<file path="config.mk">
export PLATFORM = sky130hd
export DESIGN_NAME = vga_out_gen2
export DESIGN_NICKNAME = d
export VERILOG_FILES = /design/src/rtl/vga_pkg.sv /design/src/rtl/vga_delay_line.sv /design/src/rtl/vga_out_gen2.sv
export SDC_FILE = /design/constraint.sdc
export NUM_CORES = 1
export LEC_CHECK = 0
export ABC_AREA = 1
export BUFFER_PORTS_ARGS = -buffer_cell sky130_fd_sc_hd__buf_2
export CAP_MARGIN = 30
export CORE_UTILIZATION = 55
export DETAILED_ROUTE_END_ITERATION = 10
export MAX_ROUTING_LAYER = met4
export PLACE_DENSITY = 0.74
export SYNTH_ARGS = -nofsm -noshare
export SYNTH_HDL_FRONTEND = slang
export SYNTH_SLANG_ARGS = --single-unit
</file>
<file path="constraint.sdc">
create_clock -name clk24 -period 4.7 [get_ports clk24]
set_clock_uncertainty 0.1 [all_clocks]
set_input_delay 0.47 -clock clk24 [delete_from_list [all_inputs] [get_ports clk24]]
set_output_delay 0.47 -clock clk24 [all_outputs]
set_load 0.02 [all_outputs]
</file>
<file path="src/rtl/vga_pkg.sv">
// Shared types and constants for the parametrised VGA output stage:
// timing descriptors, the overlay levels and the per-pixel control bundle
// carried alongside the frame-buffer read latency.
package vga_pkg;

    typedef struct packed {
        logic [15:0] active;
        logic [15:0] fp;
        logic [15:0] sync;
        logic [15:0] bp;
    } vga_timing_t;

    localparam vga_timing_t VGA_640X480_H = '{active: 16'd640, fp: 16'd16, sync: 16'd96, bp: 16'd48};
    localparam vga_timing_t VGA_640X480_V = '{active: 16'd480, fp: 16'd10, sync: 16'd2,  bp: 16'd33};

    // Overlay levels; truncated to the channel width at the point of use.
    localparam logic [7:0] OVL_ON_LVL  = 8'hFF;
    localparam logic [7:0] OVL_OFF_LVL = 8'h02;

    localparam int NUM_CLASSES = 32'sd10;

    // Per-pixel control information that must stay aligned with read data.
    typedef struct packed {
        logic frame_start;
        logic ovl_sel;
        logic ovl_hit;
        logic vs;
        logic hs;
        logic active;
    } vga_ctl_t;

    // Total period of one axis in cycles (horizontal) or lines (vertical).
    function automatic int timing_total(input vga_timing_t t);
        return int'(t.active) + int'(t.fp) + int'(t.sync) + int'(t.bp);
    endfunction

    // Overlay colour level for a cell: the selected class cell is lit.
    function automatic logic [7:0] ovl_level(input logic sel);
        logic [7:0] lvl;
        if (sel) begin
            lvl = OVL_ON_LVL;
        end else begin
            lvl = OVL_OFF_LVL;
        end
        return lvl;
    endfunction

endpackage

</file>
<file path="src/rtl/vga_delay_line.sv">
// Fixed-depth shift register used to keep raster control information in step
// with frame-buffer read data. Clears synchronously to RST_VAL.
module vga_delay_line #(
    parameter int               WIDTH   = 1,
    parameter int               DEPTH   = 1,
    parameter logic [WIDTH-1:0] RST_VAL = '0
) (
    input  logic             clk_i,
    input  logic             rst_n_i,
    input  logic [WIDTH-1:0] d_i,
    output logic [WIDTH-1:0] q_o
);

    logic [WIDTH-1:0] stage_q [DEPTH];

    // Shift the bundle one stage per clock; clear every stage on reset.
    always_ff @(posedge clk_i) begin
        if (!rst_n_i) begin
            for (int i = 0; i < DEPTH; i++) begin
                stage_q[i] <= RST_VAL;
            end
        end else begin
            stage_q[0] <= d_i;
            for (int i = 1; i < DEPTH; i++) begin
                stage_q[i] <= stage_q[i-1];
            end
        end
    end

    assign q_o = stage_q[DEPTH-1];

endmodule

</file>
<file path="src/rtl/vga_out_gen2.sv">
// Parametrised VGA output stage: raster counters, frame-buffer addressing with
// pixel replication, read-latency compensation, grey/RGB pixel drive and a
// ten-cell class-result overlay strip in the top-left corner.
module vga_out_gen2
    import vga_pkg::*;
#(
    parameter int   H_ACTIVE     = int'(VGA_640X480_H.active),
    parameter int   H_FP         = int'(VGA_640X480_H.fp),
    parameter int   H_SYNC       = int'(VGA_640X480_H.sync),
    parameter int   H_BP         = int'(VGA_640X480_H.bp),
    parameter int   V_ACTIVE     = int'(VGA_640X480_V.active),
    parameter int   V_FP         = int'(VGA_640X480_V.fp),
    parameter int   V_SYNC       = int'(VGA_640X480_V.sync),
    parameter int   V_BP         = int'(VGA_640X480_V.bp),
    parameter logic HSYNC_ACTIVE = 1'b0,
    parameter logic VSYNC_ACTIVE = 1'b0,
    parameter int   PIX_W        = 32'sd4,
    parameter int   SCALE_LOG2   = 32'sd0,
    parameter int   RD_LAT       = 32'sd1,
    parameter int   CELL         = 32'sd8,
    localparam int  SRC_W        = H_ACTIVE >> SCALE_LOG2,
    localparam int  SRC_H        = V_ACTIVE >> SCALE_LOG2,
    localparam int  ADDR_W       = $clog2(SRC_W * SRC_H)
) (
    input  logic               clk24,
    input  logic               rst_n,
    output logic [ADDR_W-1:0]  frame_addr,
    input  logic [3*PIX_W-1:0] frame_pixel,
    input  logic               rgb_mode,
    input  logic               ovl_en,
    input  logic [3:0]         result,
    input  logic               result_valid,
    output logic [PIX_W-1:0]   vga_red,
    output logic [PIX_W-1:0]   vga_green,
    output logic [PIX_W-1:0]   vga_blue,
    output logic               vga_hsync,
    output logic               vga_vsync,
    output logic               frame_start
);

    localparam vga_timing_t H_T = '{active: 16'(H_ACTIVE), fp: 16'(H_FP), sync: 16'(H_SYNC), bp: 16'(H_BP)};
    localparam vga_timing_t V_T = '{active: 16'(V_ACTIVE), fp: 16'(V_FP), sync: 16'(V_SYNC), bp: 16'(V_BP)};
    localparam int H_TOTAL = timing_total(H_T);
    localparam int V_TOTAL = timing_total(V_T);
    localparam int HCW     = $clog2(H_TOTAL);
    localparam int VCW     = $clog2(V_TOTAL);

    localparam logic [HCW-1:0]    H_LAST_C   = HCW'(H_TOTAL - 1);
    localparam logic [VCW-1:0]    V_LAST_C   = VCW'(V_TOTAL - 1);
    localparam logic [HCW-1:0]    H_ACT_C    = HCW'(H_ACTIVE);
    localparam logic [VCW-1:0]    V_ACT_C    = VCW'(V_ACTIVE);
    localparam logic [HCW-1:0]    HS_START_C = HCW'(H_ACTIVE + H_FP);
    localparam logic [HCW-1:0]    HS_END_C   = HCW'(H_ACTIVE + H_FP + H_SYNC);
    localparam logic [VCW-1:0]    VS_START_C = VCW'(V_ACTIVE + V_FP);
    localparam logic [VCW-1:0]    VS_END_C   = VCW'(V_ACTIVE + V_FP + V_SYNC);
    localparam logic [HCW-1:0]    OVL_W_C    = HCW'(NUM_CLASSES * CELL);
    localparam logic [VCW-1:0]    OVL_H_C    = VCW'(CELL);
    localparam logic [HCW-1:0]    CELL_C     = HCW'(CELL);
    localparam logic [ADDR_W-1:0] SRC_W_C    = ADDR_W'(SRC_W);
    localparam logic [3:0]        NUM_CLS_C  = 4'(NUM_CLASSES);

    // Raster position and read address
    logic [HCW-1:0]    hcnt_q, hcnt_d;
    logic [VCW-1:0]    vcnt_q, vcnt_d;
    logic [ADDR_W-1:0] addr_q, addr_d;

    // Frame-level state: latched colour mode, pending and shown class
    logic       mode_q, mode_d;
    logic [3:0] pending_q, pending_d;
    logic [3:0] shown_q, shown_d;

    // Stage-0 decode and its delayed copy
    vga_ctl_t       ctl0_s;
    vga_ctl_t       ctl_dly_s;
    logic [HCW-1:0] cell_lo_s;
    logic [HCW-1:0] cell_hi_s;

    // Pin registers and their next values
    logic [PIX_W-1:0] red_q, green_q, blue_q;
    logic [PIX_W-1:0] red_d, green_d, blue_d;
    logic             hsync_q, vsync_q, fstart_q;

    // Next raster position, wrapping both counters at their totals.
    always_comb begin
        hcnt_d = hcnt_q;
        vcnt_d = vcnt_q;
        if (hcnt_q == H_LAST_C) begin
            hcnt_d = '0;
            if (vcnt_q == V_LAST_C) begin
                vcnt_d = '0;
            end else begin
                vcnt_d = vcnt_q + VCW'(1);
            end
        end else begin
            hcnt_d = hcnt_q + HCW'(1);
        end
    end

    // Read address for the next position; replicated source pixels come from
    // dropping the low coordinate bits. Blanking reads address zero.
    always_comb begin
        if ((hcnt_d < H_ACT_C) && (vcnt_d < V_ACT_C)) begin
            addr_d = ADDR_W'(vcnt_d >> SCALE_LOG2) * SRC_W_C + ADDR_W'(hcnt_d >> SCALE_LOG2);
        end else begin
            addr_d = '0;
        end
    end

    // Advance the raster and register the address that matches it.
    always_ff @(posedge clk24) begin
        if (!rst_n) begin
            hcnt_q <= '0;
            vcnt_q <= '0;
            addr_q <= '0;
        end else begin
            hcnt_q <= hcnt_d;
            vcnt_q <= vcnt_d;
            addr_q <= addr_d;
        end
    end

    assign frame_addr = addr_q;

    // Horizontal bounds of the overlay cell for the currently shown class.
    assign cell_lo_s = HCW'(shown_q) * CELL_C;
    assign cell_hi_s = cell_lo_s + CELL_C;

    // Stage-0 decode of the current raster position.
    always_comb begin
        ctl0_s             = '0;
        ctl0_s.active      = (hcnt_q < H_ACT_C) && (vcnt_q < V_ACT_C);
        ctl0_s.hs          = (hcnt_q >= HS_START_C) && (hcnt_q < HS_END_C);
        ctl0_s.vs          = (vcnt_q >= VS_START_C) && (vcnt_q < VS_END_C);
        ctl0_s.ovl_hit     = ovl_en && (hcnt_q < OVL_W_C) && (vcnt_q < OVL_H_C);
        ctl0_s.ovl_sel     = (hcnt_q >= cell_lo_s) && (hcnt_q < cell_hi_s);
        ctl0_s.frame_start = (hcnt_q == '0) && (vcnt_q == '0);
    end

    // Mode is captured once per frame; a new class is promoted to the display
    // only at the start of vertical blank, so a frame is never torn. A result
    // arriving on the promotion cycle stays pending for the next blank.
    always_comb begin
        mode_d    = mode_q;
        shown_d   = shown_q;
        pending_d = pending_q;
        if (ctl0_s.frame_start) begin
            mode_d = rgb_mode;
        end else begin
            mode_d = mode_q;
        end
        if ((hcnt_q == '0) && (vcnt_q == V_ACT_C)) begin
            shown_d = pending_q;
        end else begin
            shown_d = shown_q;
        end
        if (result_valid && (result < NUM_CLS_C)) begin
            pending_d = result;
        end else begin
            pending_d = pending_q;
        end
    end

    // Hold the frame-level mode and overlay class state.
    always_ff @(posedge clk24) begin
        if (!rst_n) begin
            mode_q    <= 1'b0;
            pending_q <= 4'd0;
            shown_q   <= 4'd0;
        end else begin
            mode_q    <= mode_d;
            pending_q <= pending_d;
            shown_q   <= shown_d;
        end
    end

    vga_delay_line #(
        .WIDTH   ($bits(vga_ctl_t)),
        .DEPTH   (RD_LAT),
        .RST_VAL ('0)
    ) u_ctl_dly (
        .clk_i   (clk24),
        .rst_n_i (rst_n),
        .d_i     (ctl0_s),
        .q_o     (ctl_dly_s)
    );

    // Pixel selection for the pins: blank, overlay, or frame-buffer data.
    always_comb begin
        red_d   = '0;
        green_d = '0;
        blue_d  = '0;
        if (!ctl_dly_s.active) begin
            red_d   = '0;
            green_d = '0;
            blue_d  = '0;
        end else if (ctl_dly_s.ovl_hit) begin
            red_d   = PIX_W'(ovl_level(ctl_dly_s.ovl_sel));
            green_d = PIX_W'(ovl_level(ctl_dly_s.ovl_sel));
            blue_d  = PIX_W'(ovl_level(ctl_dly_s.ovl_sel));
        end else if (mode_q) begin
            red_d   = frame_pixel[3*PIX_W-1:2*PIX_W];
            green_d = frame_pixel[2*PIX_W-1:PIX_W];
            blue_d  = frame_pixel[PIX_W-1:0];
        end else begin
            red_d   = frame_pixel[PIX_W-1:0];
            green_d = frame_pixel[PIX_W-1:0];
            blue_d  = frame_pixel[PIX_W-1:0];
        end
    end

    // Output register driving the connector, aligned with returned read data.
    always_ff @(posedge clk24) begin
        if (!rst_n) begin
            red_q    <= '0;
            green_q  <= '0;
            blue_q   <= '0;
            hsync_q  <= ~HSYNC_ACTIVE;
            vsync_q  <= ~VSYNC_ACTIVE;
            fstart_q <= 1'b0;
        end else begin
            red_q    <= red_d;
            green_q  <= green_d;
            blue_q   <= blue_d;
            hsync_q  <= ctl_dly_s.hs ? HSYNC_ACTIVE : ~HSYNC_ACTIVE;
            vsync_q  <= ctl_dly_s.vs ? VSYNC_ACTIVE : ~VSYNC_ACTIVE;
            fstart_q <= ctl_dly_s.frame_start;
        end
    end

    assign vga_red     = red_q;
    assign vga_green   = green_q;
    assign vga_blue    = blue_q;
    assign vga_hsync   = hsync_q;
    assign vga_vsync   = vsync_q;
    assign frame_start = fstart_q;

endmodule

</file>
---- Word level (Yosys, flattened, before mapping) ----
Memories as Yosys holds them, arrays and structs flattened.
Index checks and enable logic that the tools add are counted.
word-level totals
  bits of input ports ..................... 21
  output and inout port bits .............. 34
  bits in registers ....................... 63
  logic and storage cells ................. 64
  RAM bits ................................ 6
  memories ................................ 1
operators by class
  multipliers ............................. 1
  equal/unequal tests ..................... 3
  reduce and logical (&&, ||, !) cells .... 15
  $add $sub $neg .......................... 4
  magnitude comparators ................... 13
  multiplexer cells ....................... 15
memory list
  name               words  bits a word  read ports  clocked after memory_dff  wr ports  RTL line              source
  u_ctl_dly.stage_q  1      6            1           0                         1         vga_delay_line.sv:14  logic [WIDTH-1:0] stage_q [DEPTH];
operators by type and width
  cell                     number
  $lt A10 B10 Y1 const B   3
  $lt A10 B9 Y1 const B    3
  $mux W10                 3
  $mux W4                  6
  $add A10 B1 Y10 const B  2
  $eq A10 B10 Y1 const B   2
  $logic_not A10 Y1        2
  $add A19 B10 Y19         1
  $mul A10 B3 Y12 const B  1
  $eq A10 B9 Y1 const B    1
  $ge A10 B10 Y1 const B   1
  $ge A10 B7 Y1            1
  $ge A10 B9 Y1 const B    1
  $logic_and A1 B1 Y1      10
  $lt A10 B4 Y1 const B    1
  $lt A10 B7 Y1 const B    1
  $lt A10 B8 Y1            1
  $add A7 B4 Y8 const B    1
  $mux W6                  1
  $reduce_or A6 Y1         1
  $mux W1                  5
  $lt A4 B4 Y1 const B     1
  $reduce_and A2 Y1        2

---- Logic depth before layout (Yosys ltp) ----
Gate-level depths: netlist of run 1.
  depth in word-level cells ............... 6
  depth in mapped cells ................... 25
  mapped depth without buffers ............ 25

---- Hierarchy ----
From an unflattened synthesis of run 1, not the netlist that was laid out.
second synthesis, totals
  cell total of the unflattened synthesis .. 581
  area total of the unflattened synthesis .. 3972.6 µm²
modules (own cells, without submodules)
  module          sequential area each (µm²)  area each (µm²)  instances  cells an instance
  vga_out_gen2    1261.2                      3807.4           1          563
  vga_delay_line  120.1                       165.2            1          18

---- Worst setup path after synthesis of run 1 ----
Ideal clock, no wire load.
  path kind ............................... flip-flop to flip-flop
  start ................................... reg hcnt_q[0]
  end ..................................... reg addr_q[16], in the netlist frame_addr[16]
  setup slack ............................. 1.316 ns
  cell stages (with the launch flop) ...... 22
  library setup time ...................... 0.062 ns
  data arrival time ....................... 3.223 ns
  path buffers ............................ 0
  data required time ...................... 4.538 ns
  clock period less this slack ............ 3.384 ns
  path through ............................ dfxtp_1 -> ha_1 -> nand3_2 -> clkinv_2 -> nand4_1 -> inv_1 -> nand2_1 -> o21ai_0 -> inv_1 -> nor2_1 -> ha_1 -> ha_1 -> inv_1 -> fa_1 -> nor2_1 -> nand3_1 -> nor2_1 -> nand2_1 -> nor2_1 -> xnor2_1 -> inv_1 -> nor2_2
on the way
  word-level cells in the longest chain between the ends .. 5
  elaborated cells on any way between the ends .. 10
  those cells by class .................... add/sub: 2; mul: 1; order compare: 2; eq/ne: 1; mux: 2; reduce/logical: 2
ends and longest elaborated chain
  element                                                   RTL line             source
  start, declared                                           vga_out_gen2.sv:63   logic [HCW-1:0] hcnt_q, hcnt_d;
  start signal, assigned                                    vga_out_gen2.sv:116  hcnt_q <= hcnt_d;
  $eq A10 B10 Y1 (*)                                        vga_out_gen2.sv:87   if (hcnt_q == H_LAST_C) begin
  $mux W10 (*)                                              vga_out_gen2.sv:87
  via vcnt_d[1]                                             vga_out_gen2.sv:64   logic [VCW-1:0] vcnt_q, vcnt_d;
  branches (longest 3 deep; another with $add A19 B10 Y19)  n/a
  end signal, assigned                                      vga_out_gen2.sv:118  addr_q <= addr_d;
  end, declared                                             vga_out_gen2.sv:65   logic [ADDR_W-1:0] addr_q, addr_d;
Mark *: on every way through the listed nets, which the timed path passes.
A chain may end at the register's enable or synchronous reset.

---- Worst setup path in the final report of run 1 ----
Same ends and word-level chain as after synthesis.

==> run metrics, run 1 <==
Max stage delay cell, worst path fa_1; GRT overflow 0; later-pin clock latency in the skew report approximately 0.35 ns; fillcell total 658; Routed Antenna Nets 0; TritonCTS clock tree yes; final setup fails 0; cts hold-fix bufs 0; Final WS setup 0.824 ns; share of cells above drive strength 1 0.168; sequential share of the synthesized area 0.353; Peak VDD IR ~0.18 mV; vias in the first global route between 3000 and 4000; postcts setup bufs 0; initial antenna violation count 0; Mapped Area about 4000 sq um; Required @ worst endpoint 4.89 ns; Worst Path Max Fanout 5; die footprint roughly 7500 sq um; Post-synth ARST share 0; first-pass GRT wire length roughly 14 mm; Worst setup EP type flop; IO Pins 55; fin crit share 0.825; synth warn 0; Die Width between 80 and 90 um; drc violations 0; Sum Neg Setup Slack 0 ns; synthesis-to-layout area growth 13.8%; Via-to-Cell Ratio 4.98; WP buf/inv 5; nets between 600 and 700; Initial DRC Count 126; Peak Freq 0.258 GHz; CP top delay family simple AND/OR/NAND/NOR gates; top_reg_cell synth dfxtp_1; vertical die dimension between 80 and 90 um; Worst Path Class, Setup reg -> reg; status finished clean; cell leakage power around 2.3 nW; Slew @ Worst Pin between 1 and 1.5 ns; Final Wtd Congestion just over 0.9; Arr. time, crit path roughly 4 ns; Clock Sinks 69; syn_nets 599; global-route usage over all layers 0.255; Slew headroom 0.332; Yosys reg bits 69; final hold violations 0; cts bufs inserted 9; Place WS between 0.8 and 0.9 ns; min Tclk post-route just under 4 ns; Core Box Area 6830 sq um; Clock Path Buffers 2; max cap viols 0; Initial Utilization 0.572; hold slack roughly 0.26 ns; first drt pass iteration count 4; total number of vias roughly 3500; Setup crit start kind flop; final WL just over 8 mm; Post-synth EDFFs 0; HP Class in -> reg; crit-path cells ha_1 > nand3_2 > clkinv_2 > nand4_1 > inv_1 > nand2_1 > o21ai_0 > inv_1 > nor2_1 > ha_1 > ha_1 > inv_1 > fa_1 > nor2_1 > nand3_1 > nor2_1 > nand2_1 > nor2_1 > xnor2_1 > inv_1 > nor2_2; post-cts resize count 0; unrepaired setup endpoints after global routing no; PortBufs 54; # rows 30; HPWL Detailed between 6 and 7 mm; antenna cells 0; CP peak stage delay roughly 0.44 ns; Routed WL per cell ~12 um; H-tree depth 3; PwrDens around 260 nW/um^2; CTS Root Cell clkbuf_8; Gate Count Post-Synth around 540; Slew Viols, Final 0; largest net degree at the start of global routing 33; syn_area_per_cell just over 7 sq um; Clock Pin Slew Worst Setup and Hold Paths roughly 0.08 ns; Synth cell types 37
through the flow:
step | cells | utilization | instance area (sq um) | total power, mW
floorplan | 543 | - | 3910 | 0.677
global placement | 687 | 0.623 | 4260 | 0.703
detailed placement | 687 | 0.623 | 4260 | 0.704
CTS | 703 | 0.651 | 4450 | 1.17
global route | 703 | 0.651 | 4450 | 1.21
finish | 703 | 0.651 | 4450 | 1.16
state kept, by name, summed over array words and instances, names as in the netlist:
signal / flops
shown_q: 4
u_ctl_dly.stage_q: 6
vga_hsync: 1
hcnt_q: 10
mode_q: 1
pending_q: 4
frame_addr: 19
frame_start: 1
vcnt_q: 10
vga_green: 4
vga_red: 4
vga_blue: 4
vga_vsync: 1
worst min-delay path, stage by stage:
cell,delay [ns]
buf_2,0.08
a21oi_1,0.05
nor2_1,0.07
cell usage after synthesis, types with 2 or more instances:
cell type / instances / area, sq um
inv_1: 92 / 345
clkbuf_1: 4 / 15.0
ha_1: 33 / 413
nand3b_1: 2 / 15.0
nand4_1: 9 / 56.3
nor4_1: 5 / 31.3
dfxtp_1: 69 / 1380
nand3_1: 30 / 150
nor3_1: 10 / 50.1
inv_2: 2 / 7.51
nor2_2: 10 / 62.6
o21ai_0: 19 / 95.1
a31oi_1: 2 / 12.5
nor2_4: 4 / 45.0
xor2_1: 8 / 70.1
nand2_1: 113 / 424
a211oi_1: 8 / 60.1
nand3_2: 4 / 40.0
nand2_2: 4 / 25.0
o21ai_2: 2 / 17.5
fa_1: 2 / 40.0
a21oi_1: 21 / 105
xnor2_1: 6 / 52.6
nor2_1: 71 / 267
path summary, 6_finish.rpt:
kind                                to  slack (ns)                                from  cells past startpoint
min reg2reg       vga_vsync$_SDFF_PN1_        0.27  u_ctl_dly.stage_q[0][2]$_SDFF_PN0_                      1
max reg2reg  frame_addr[16]$_SDFF_PN0_        0.82                hcnt_q[0]$_SDFF_PN0_                     21
min              vga_red[2]$_SDFF_PN0_        0.26                     frame_pixel[10]                      3
max          frame_addr[16]$_SDFF_PN0_        0.82                hcnt_q[0]$_SDFF_PN0_                     21
metal layers:
layer	wire length [um]	up-vias	GRT usage
met5	0	-	-
met4	186	0	0.121
met3	482	14	0.0486
met2	3870	100	0.416
met1	3700	1545	0.304
li1	-	1844	-
final cells by class:
class                      count  area [sq um]  area share
clock buffer                  10           128      0.0287
clock inverter                 6          63.8      0.0143
inverter                      96           362      0.0812
multi-input combinational    372          2130       0.478
sequential                    69          1380       0.310
tap                           96           120      0.0270
timing repair buffer          54           270      0.0607
power breakdown:
| part | internal (mW) | switching [mW] | total (mW) |
|---|---|---|---|
| clock | 0.244 | 0.227 | 0.470 |
| combinational | 0.0281 | 0.0535 | 0.0816 |
| sequential | 0.601 | 0.00782 | 0.609 |
cells by family (layout without fill, tap and decap cells):
kind of cell	count (synthesis)	in the layout	share of synthesized area
AO/OA/AOI/OAI	56	56	0.0826
AND/OR/NAND/NOR	267	267	0.314
adder cells (fa/ha/maj)	35	35	0.116
buffers and inverters	102	166	0.103
flip-flops	69	69	0.353
XOR/XNOR	14	14	0.0314
layout by cell type, fill, tap and decap left out, types with 2 or more instances in the layout:
cell type | synthesis | layout
nand2_1 | 113 | 113
inv_1 | 92 | 92
nor2_1 | 71 | 71
dfxtp_1 | 69 | 69
buf_2 | 0 | 54
ha_1 | 33 | 33
nand3_1 | 30 | 30
a21oi_1 | 21 | 21
o21ai_0 | 19 | 19
nor2_2 | 10 | 10
nor3_1 | 10 | 10
nand4_1 | 9 | 9
clkbuf_8 | 0 | 9
xor2_1 | 8 | 8
a211oi_1 | 8 | 8
xnor2_1 | 6 | 6
nor4_1 | 5 | 5
nor2_4 | 4 | 4
nand3_2 | 4 | 4
nand2_2 | 4 | 4
clkinv_2 | 1 | 3
a31oi_1 | 2 | 2
nand3b_1 | 2 | 2
inv_2 | 2 | 2
o21ai_2 | 2 | 2
fa_1 | 2 | 2
clkinvlp_4 | 0 | 2
No activity file was read; power rests on OpenSTA's default activity.
==> run 2, diff against run 1 <==
ABC_AREA = 0   (was 1)
clock period = 3.8 ns   (was 4.7 ns; I/O delays follow)
==> run 2 against run 1 <==
Effect of this change:
- the flow now finishes with violations (design-rule violations)
- utilization is 6.0 points higher
- non-clock buffer count up 37
- maximum frequency increased by 7.1%
- total power grew 32%
- sequential power grew 23%
- synthesized cell count down 23%
- worst setup slack got worse by 0.64 ns
- largest cell class unchanged
- highest routed layer unchanged
==> run metrics, run 2 <==
status finished, violations left; failing checks design-rule violations; cts hold-fix bufs 0 (unchanged); final setup fails 0 (unchanged); Initial DRC Count 158 (+25%); PortBufs 54 (unchanged); design area 4570 sq um (+2.7%); Sw Pwr 362 uW (+26%); syn_area_per_cell 8.78 sq um (+22%); Post-synth ARST share 0 (unchanged); CP peak stage delay 0.46 ns (+0.02 ns); sequential share of the synthesized area 0.374 (+0.0212); Int Power 1.17 mW (+34%); Clock Path Buffers 2 (unchanged); share of the synthesized area in the top cell type 0.374 (+0.0212); later-pin clock latency in the skew report 0.35 ns (about the same); antenna cells 0 (unchanged); max cap viols 0 (unchanged); final hold violations 0 (unchanged); commonest non-fill, non-tap cell in the layout dfxtp_1; TritonCTS clock tree yes; Synth cell types 57 (+54%); Slew @ Worst Pin 0.550 ns (-0.451 ns); global-route usage over all layers 0.250 (-0.00540); Initial Utilization 0.574 (+0.00198); Max stage delay cell, worst path fa_2; clock group share of total power 0.448 (+0.043); Gate Count Post-Synth 420 (-23%); top_reg_cell synth dfxtp_1; Required @ worst endpoint 3.98 ns (-0.91 ns); syn_nets 476 (-21%); first-pass GRT wire length 13.5 mm (-6.1%); most frequent cells in the layout 68 x dfxtp_1, 54 x buf_2, 41 x nor2_1, 38 x nand2_1, 37 x buf_4; WP buf/inv 2 (-3); Clock Sinks 69 (unchanged); Worst Path Max Fanout 6 (+1); top post-synthesis cells by count 69 x dfxtp_1, 41 x nor2_1, 38 x nand2_1, 33 x ha_1, 27 x a21oi_1; Clock Pin Slew Worst Setup and Hold Paths 0.08 ns (about the same); vertical die dimension 83.9 um (-2.8%); Mapped Area 3690 sq um (-5.7%); share of cells above drive strength 1 0.280 (+0.112); Die Width 83.9 um (-2.8%); min Tclk post-route 3.62 ns (-0.258 ns); Routed Antenna Nets 0 (unchanged); crit-path cells inv_1 > ha_2 > and4_1 > and3_4 > nor2b_1 > o21ai_1 > o31ai_2 > ha_1 > ha_2 > inv_2 > fa_2 > nand3b_1 > o21ai_2 > and4b_1 > nand3_2 > o31a_1 > nor3_1; Util after Layout 0.712 (+0.0604); initial antenna violation count 0 (unchanged); nets 562 (-15%); drc violations 10 (+10); Worst setup EP type flop; Logic pwr share 0.062 (-0.008); Core Box Area 6420 sq um (-6.0%); fin cells 588 (-16%); placed cell areas 4200 sq um (-1.5%); Post-synth EDFFs 0 (unchanged); Routed WL per cell 13.8 um (+18%); Synth area leaders dfxtp_1 37%, ha_1 11%, xnor2_1 4.3%; PwrDens 336 nW/um^2 (+29%); cts bufs inserted 9 (unchanged); Arr. time, crit path 3.80 ns (-0.26 ns); final WL 8.14 mm (-1.2%); most frequent CP cell ha_2; cell leakage power 2.14 nW (-5.7%); CTS Root Cell clkbuf_8; vias in the first global route 3033 (-8.7%); fin crit share 0.952 (+0.127); HP Class in -> reg; Synth area leader dfxtp_1; synthesis-to-layout area growth 23.9%; Setup crit start kind flop; Slew Viols, Final 0 (unchanged); Via-to-Cell Ratio 5.48 (+9.9%); sequential power share 0.490 (-0.035); HPWL Detailed 6.09 mm (-4.5%); number of instances in the placed design 564 (-18%); flip-flop count of the largest register after layout 19 (unchanged); total power 1.53 mW (+32%); switch share 0.236 (-0.0120); die footprint 7040 sq um (-5.5%); hold slack 0.141 ns (-0.116 ns); GRT overflow 0 (unchanged); Peak Freq 0.276 GHz (+7.1%); Worst Path Class, Setup reg -> reg; Slew headroom 0.631 (+0.299); Peak VDD IR 0.226 mV (+27%); count leader, synth dfxtp_1; synth warn 0 (unchanged); largest net degree at the start of global routing 20 (-39%); H-tree depth 3 (unchanged); # rows 29 (-3.3%); total number of vias 3220 (-8.1%); Yosys reg bits 69 (unchanged); IO Pins 55 (unchanged); Final Wtd Congestion 0.893 (-1.7%); first drt pass iteration count 7 (+3); CP top delay family adder cells
-- run 2: cell families after synthesis --
| group | synth area share |
|---|---|
| AO/OA/AOI/OAI | 0.129 |
| adder cells (fa/ha/maj) | 0.123 |
| XOR/XNOR | 0.0590 |
| flip-flops | 0.374 |
| multiplexers | 0.0166 |
| buffers and inverters | 0.0448 |
| AND/OR/NAND/NOR | 0.253 |
-- run 2: what timing repair did --
action,4_1_cts,5_1_grt
pin swaps,0,4
resized for setup,5,21
endpoints found under the setup margin,2,6
buffers inserted,0,8
-- run 2: path summary, 6_finish.rpt --
check / slack, ns / cells after the start / start / end
setup reg to reg: 0.18 / 17 / vcnt_q[0]$_SDFF_PN0_ / frame_addr[18]$_SDFF_PN0_
setup / recovery: 0.18 / 17 / vcnt_q[0]$_SDFF_PN0_ / frame_addr[18]$_SDFF_PN0_
hold reg to reg: 0.28 / 1 / u_ctl_dly.stage_q[0][1]$_SDFF_PN0_ / vga_hsync$_SDFF_PN1_
hold / removal: 0.14 / 3 / frame_pixel[1] / vga_blue[1]$_SDFF_PN0_
-- run 2: area by class of cell --
cell class                      instances  area (sq um)
Multi-Input combinational cell        313          2230
Fill cell                             508          1850
Tap cell                               77          96.3
Sequential cell                        69          1380
Inverter                               22          82.6
Clock buffer                           10           138
Clock inverter                          6          93.8
Timing Repair Buffer                   91           548
-- run 2: metal layers --
layer,up-vias,share of wire,GRT usage
met5,-,0,-
li1,1643,-,-
met4,0,0.029,0.121
met1,1491,0.45,0.285
met3,18,0.035,0.0445
met2,68,0.49,0.423
-- run 2: through the flow --
step	setup WS [ns]	TNS, ns
finish	0.183	0
floorplan	0.00722	0
global route	-0.00626	-0.00626
detailed placement	-0.0843	-0.0866
global placement	0.0186	0
CTS	0.00452	0
-- run 2: worst reg2reg max path, stage by stage, from the launching register on --
cell and delay [ns]:
dfxtp_1 0.32, inv_1 0.08, ha_2 0.18, and4_1 0.19, and3_4 0.23, nor2b_1 0.05
o21ai_1 0.14, o31ai_2 0.11, ha_1 0.31, ha_2 0.21, inv_2 0.06, fa_2 0.46
nand3b_1 0.19, o21ai_2 0.16, and4b_1 0.24, nand3_2 0.11, o31a_1 0.26, nor3_1 0.15
-- run 2: power by group through the flow --
stage               Combinational, mW  Clock, mW  Sequential, mW
finish                         0.0958      0.687           0.752
global route                    0.107      0.723           0.753
CTS                            0.0959      0.691           0.752
detailed placement             0.0952          0           0.769
global placement               0.0939          0           0.768
floorplan                      0.0467          0           0.780
==> run 3, diff against run 2 <==
CORE_MARGIN = 2   (was not set)
==> run 3 against run 2 <==
Effect of this change:
- the run still ends with design-rule violations left
- via count increased by 1.1%
- critical path depth is 2 lower
- non-clock buffer count is 2 higher
- sequential share of layout area increased by 0.21 points
- hold slack gained 0.019 ns
- register-to-register slack lost 0.10 ns
- wire length is 3.9% higher
- total power shrank 11%
- first-iteration DRC count increased by 7.0%
- critical path type unchanged
- critical endpoint unchanged
- highest routed layer unchanged
==> run metrics, run 3 (synthesized netlist as in run 2, its figures left out) <==
Peak VDD IR 0.190 mV (-16%); largest net degree at the start of global routing 20 (unchanged); commonest non-fill, non-tap cell in the layout dfxtp_1; PortBufs 54 (unchanged); HPWL Detailed 6.20 mm (+1.8%); global-route usage over all layers 0.249 (-0.000559); Routed Antenna Nets 0 (unchanged); vias in the first global route 3112 (+2.6%); Final Wtd Congestion 0.905 (+1.4%); cts hold-fix bufs 0 (unchanged); HP Class in -> reg; Clock Sinks 69 (unchanged); Max stage delay cell, worst path fa_2; drc violations 7 (-3); switch share 0.246 (+0.0101); Routed WL per cell 14.4 um (+3.7%); fin crit share 0.978 (+0.0263); number of instances in the placed design 567 (+0.53%); fillcell total 498 (-2.0%); fin cells 589 (+0.17%); later-pin clock latency in the skew report 0.35 ns (about the same); share of cells above drive strength 1 0.285 (+0.00531); Slew headroom 0.648 (+0.0173); Required @ worst endpoint 3.98 ns (about the same); most frequent cells in the layout 66 x dfxtp_1, 54 x buf_2, 40 x nor2_1, 38 x nand2_1, 38 x buf_4; TritonCTS clock tree yes; IO Pins 55 (unchanged); first-pass GRT wire length 14.2 mm (+5.2%); Initial Utilization 0.574 (unchanged); Core Box Area 6420 sq um (unchanged); antenna cells 0 (unchanged); Slew @ Worst Pin 0.523 ns (-0.0273 ns); Worst Path Class, Setup reg -> reg; min Tclk post-route 3.72 ns (+0.100 ns); Clock Pin Slew Worst Setup and Hold Paths 0.07 ns (about the same); cts bufs inserted 9 (unchanged); Setup crit start kind flop; Slew Viols, Final 0 (unchanged); first drt pass iteration count 8 (+1); H-tree depth 3 (unchanged); vertical die dimension 85.9 um (+2.4%); die footprint 7380 sq um (+4.8%); Die Width 85.9 um (+2.4%); Via-to-Cell Ratio 5.53 (+0.92%); # rows 29 (unchanged); Sw Pwr 336 uW (-7.3%); Worst Path Max Fanout 7 (+1); initial antenna violation count 0 (unchanged); placed cell areas 4220 sq um (+0.54%); design area 4550 sq um (-0.52%); most frequent CP cell nor3_1; Arr. time, crit path 3.89 ns (+0.09 ns); total number of vias 3255 (+1.1%); CP top delay family simple AND/OR/NAND/NOR gates; Clock Path Buffers 2 (unchanged); PwrDens 300 nW/um^2 (-11%); cell leakage power 2.13 nW (-0.51%); status finished, violations left; Worst setup EP type flop; GRT overflow 0 (unchanged); final hold violations 0 (unchanged); final setup fails 0 (unchanged); crit-path cells nor3_1 > and3_4 > nor2b_1 > o21ai_1 > o31ai_2 > ha_1 > ha_4 > inv_2 > fa_2 > nand3b_1 > o21ai_2 > and4b_1 > nand3_2 > o31a_1 > nor3_1; max cap viols 0 (unchanged); Peak Freq 0.269 GHz (-2.7%); CP peak stage delay 0.47 ns (about the same); flip-flop count of the largest register after layout 19 (unchanged); CTS Root Cell clkbuf_8; Initial DRC Count 169 (+7.0%); Logic pwr share 0.071 (+0.009); failing checks design-rule violations; synthesis-to-layout area growth 23.3%; sequential power share 0.551 (+0.061); clock group share of total power 0.377 (-0.071); nets 564 (+0.36%); Int Power 1.03 mW (-12%); WP buf/inv 1 (-1); Sum Neg Setup Slack 0 ns (unchanged); final WL 8.46 mm (+3.9%)
[run 3: layer usage]
layer,up-vias,track usage,share of wire
li1,1639,-,-
met1,1513,0.307,0.45
met2,87,0.397,0.48
met3,16,0.0549,0.048
met4,0,0.101,0.022
met5,-,-,0
[run 3: path summary, 6_finish.rpt]
kind	start	cells past startpoint	to	slack, ns
max	vcnt_q[4]$_SDFF_PN0_	15	frame_addr[18]$_SDFF_PN0_	0.08
min	frame_pixel[1]	3	vga_blue[1]$_SDFF_PN0_	0.16
max reg2reg	vcnt_q[4]$_SDFF_PN0_	15	frame_addr[18]$_SDFF_PN0_	0.08
min reg2reg	u_ctl_dly.stage_q[0][2]$_SDFF_PN0_	1	vga_vsync$_SDFF_PN1_	0.27
[run 3: metrics by stage]
stage / util / hold WS (ns) / setup slack [ns] / total power [mW]
global placement: 0.657 / 0.251 / 0.0429 / 0.862
finish: 0.708 / 0.160 / 0.0827 / 1.36
global route: 0.708 / 0.161 / -0.107 / 1.42
CTS: 0.686 / 0.149 / 0.0259 / 1.38
detailed placement: 0.657 / 0.256 / -0.0867 / 0.864
floorplan: - / 0.243 / 0.00722 / 0.826
[run 3: tightest hold or removal path, delay by kind of cell]
family	cells	cell delay, ns
buf+inv	1	0.09
simple gates	2	0.11
[run 3: cell type report]
cell class                      instances  area [sq um]  share of cell area
Sequential cell                        69          1390               0.305
Tap cell                               77          96.3              0.0212
Clock inverter                          4          25.0             0.00550
Inverter                               22          82.6              0.0182
Multi-Input combinational cell        313          2250               0.495
Timing Repair Buffer                   93           567               0.125
Clock buffer                           11           141              0.0311
[run 3: repair_timing]
| action | 4_1_cts | 5_1_grt |
|---|---|---|
| resized for setup | 7 | 27 |
| hold endpoints to repair | 0 | 0 |
| endpoints found under the setup margin | 2 | 4 |
| pin swaps | 0 | 10 |
| setup buffers | 0 | 7 |
[run 3: power groups by stage]
stage / logic [mW] / registers [mW] / clock network (mW)
4_1_cts: 0.0965 / 0.752 / 0.530
6_report: 0.0974 / 0.752 / 0.514
3_5_place_dp: 0.0961 / 0.768 / 0
3_3_place_gp: 0.0941 / 0.768 / 0
2_1_floorplan: 0.0467 / 0.780 / 0
5_1_grt: 0.109 / 0.754 / 0.560
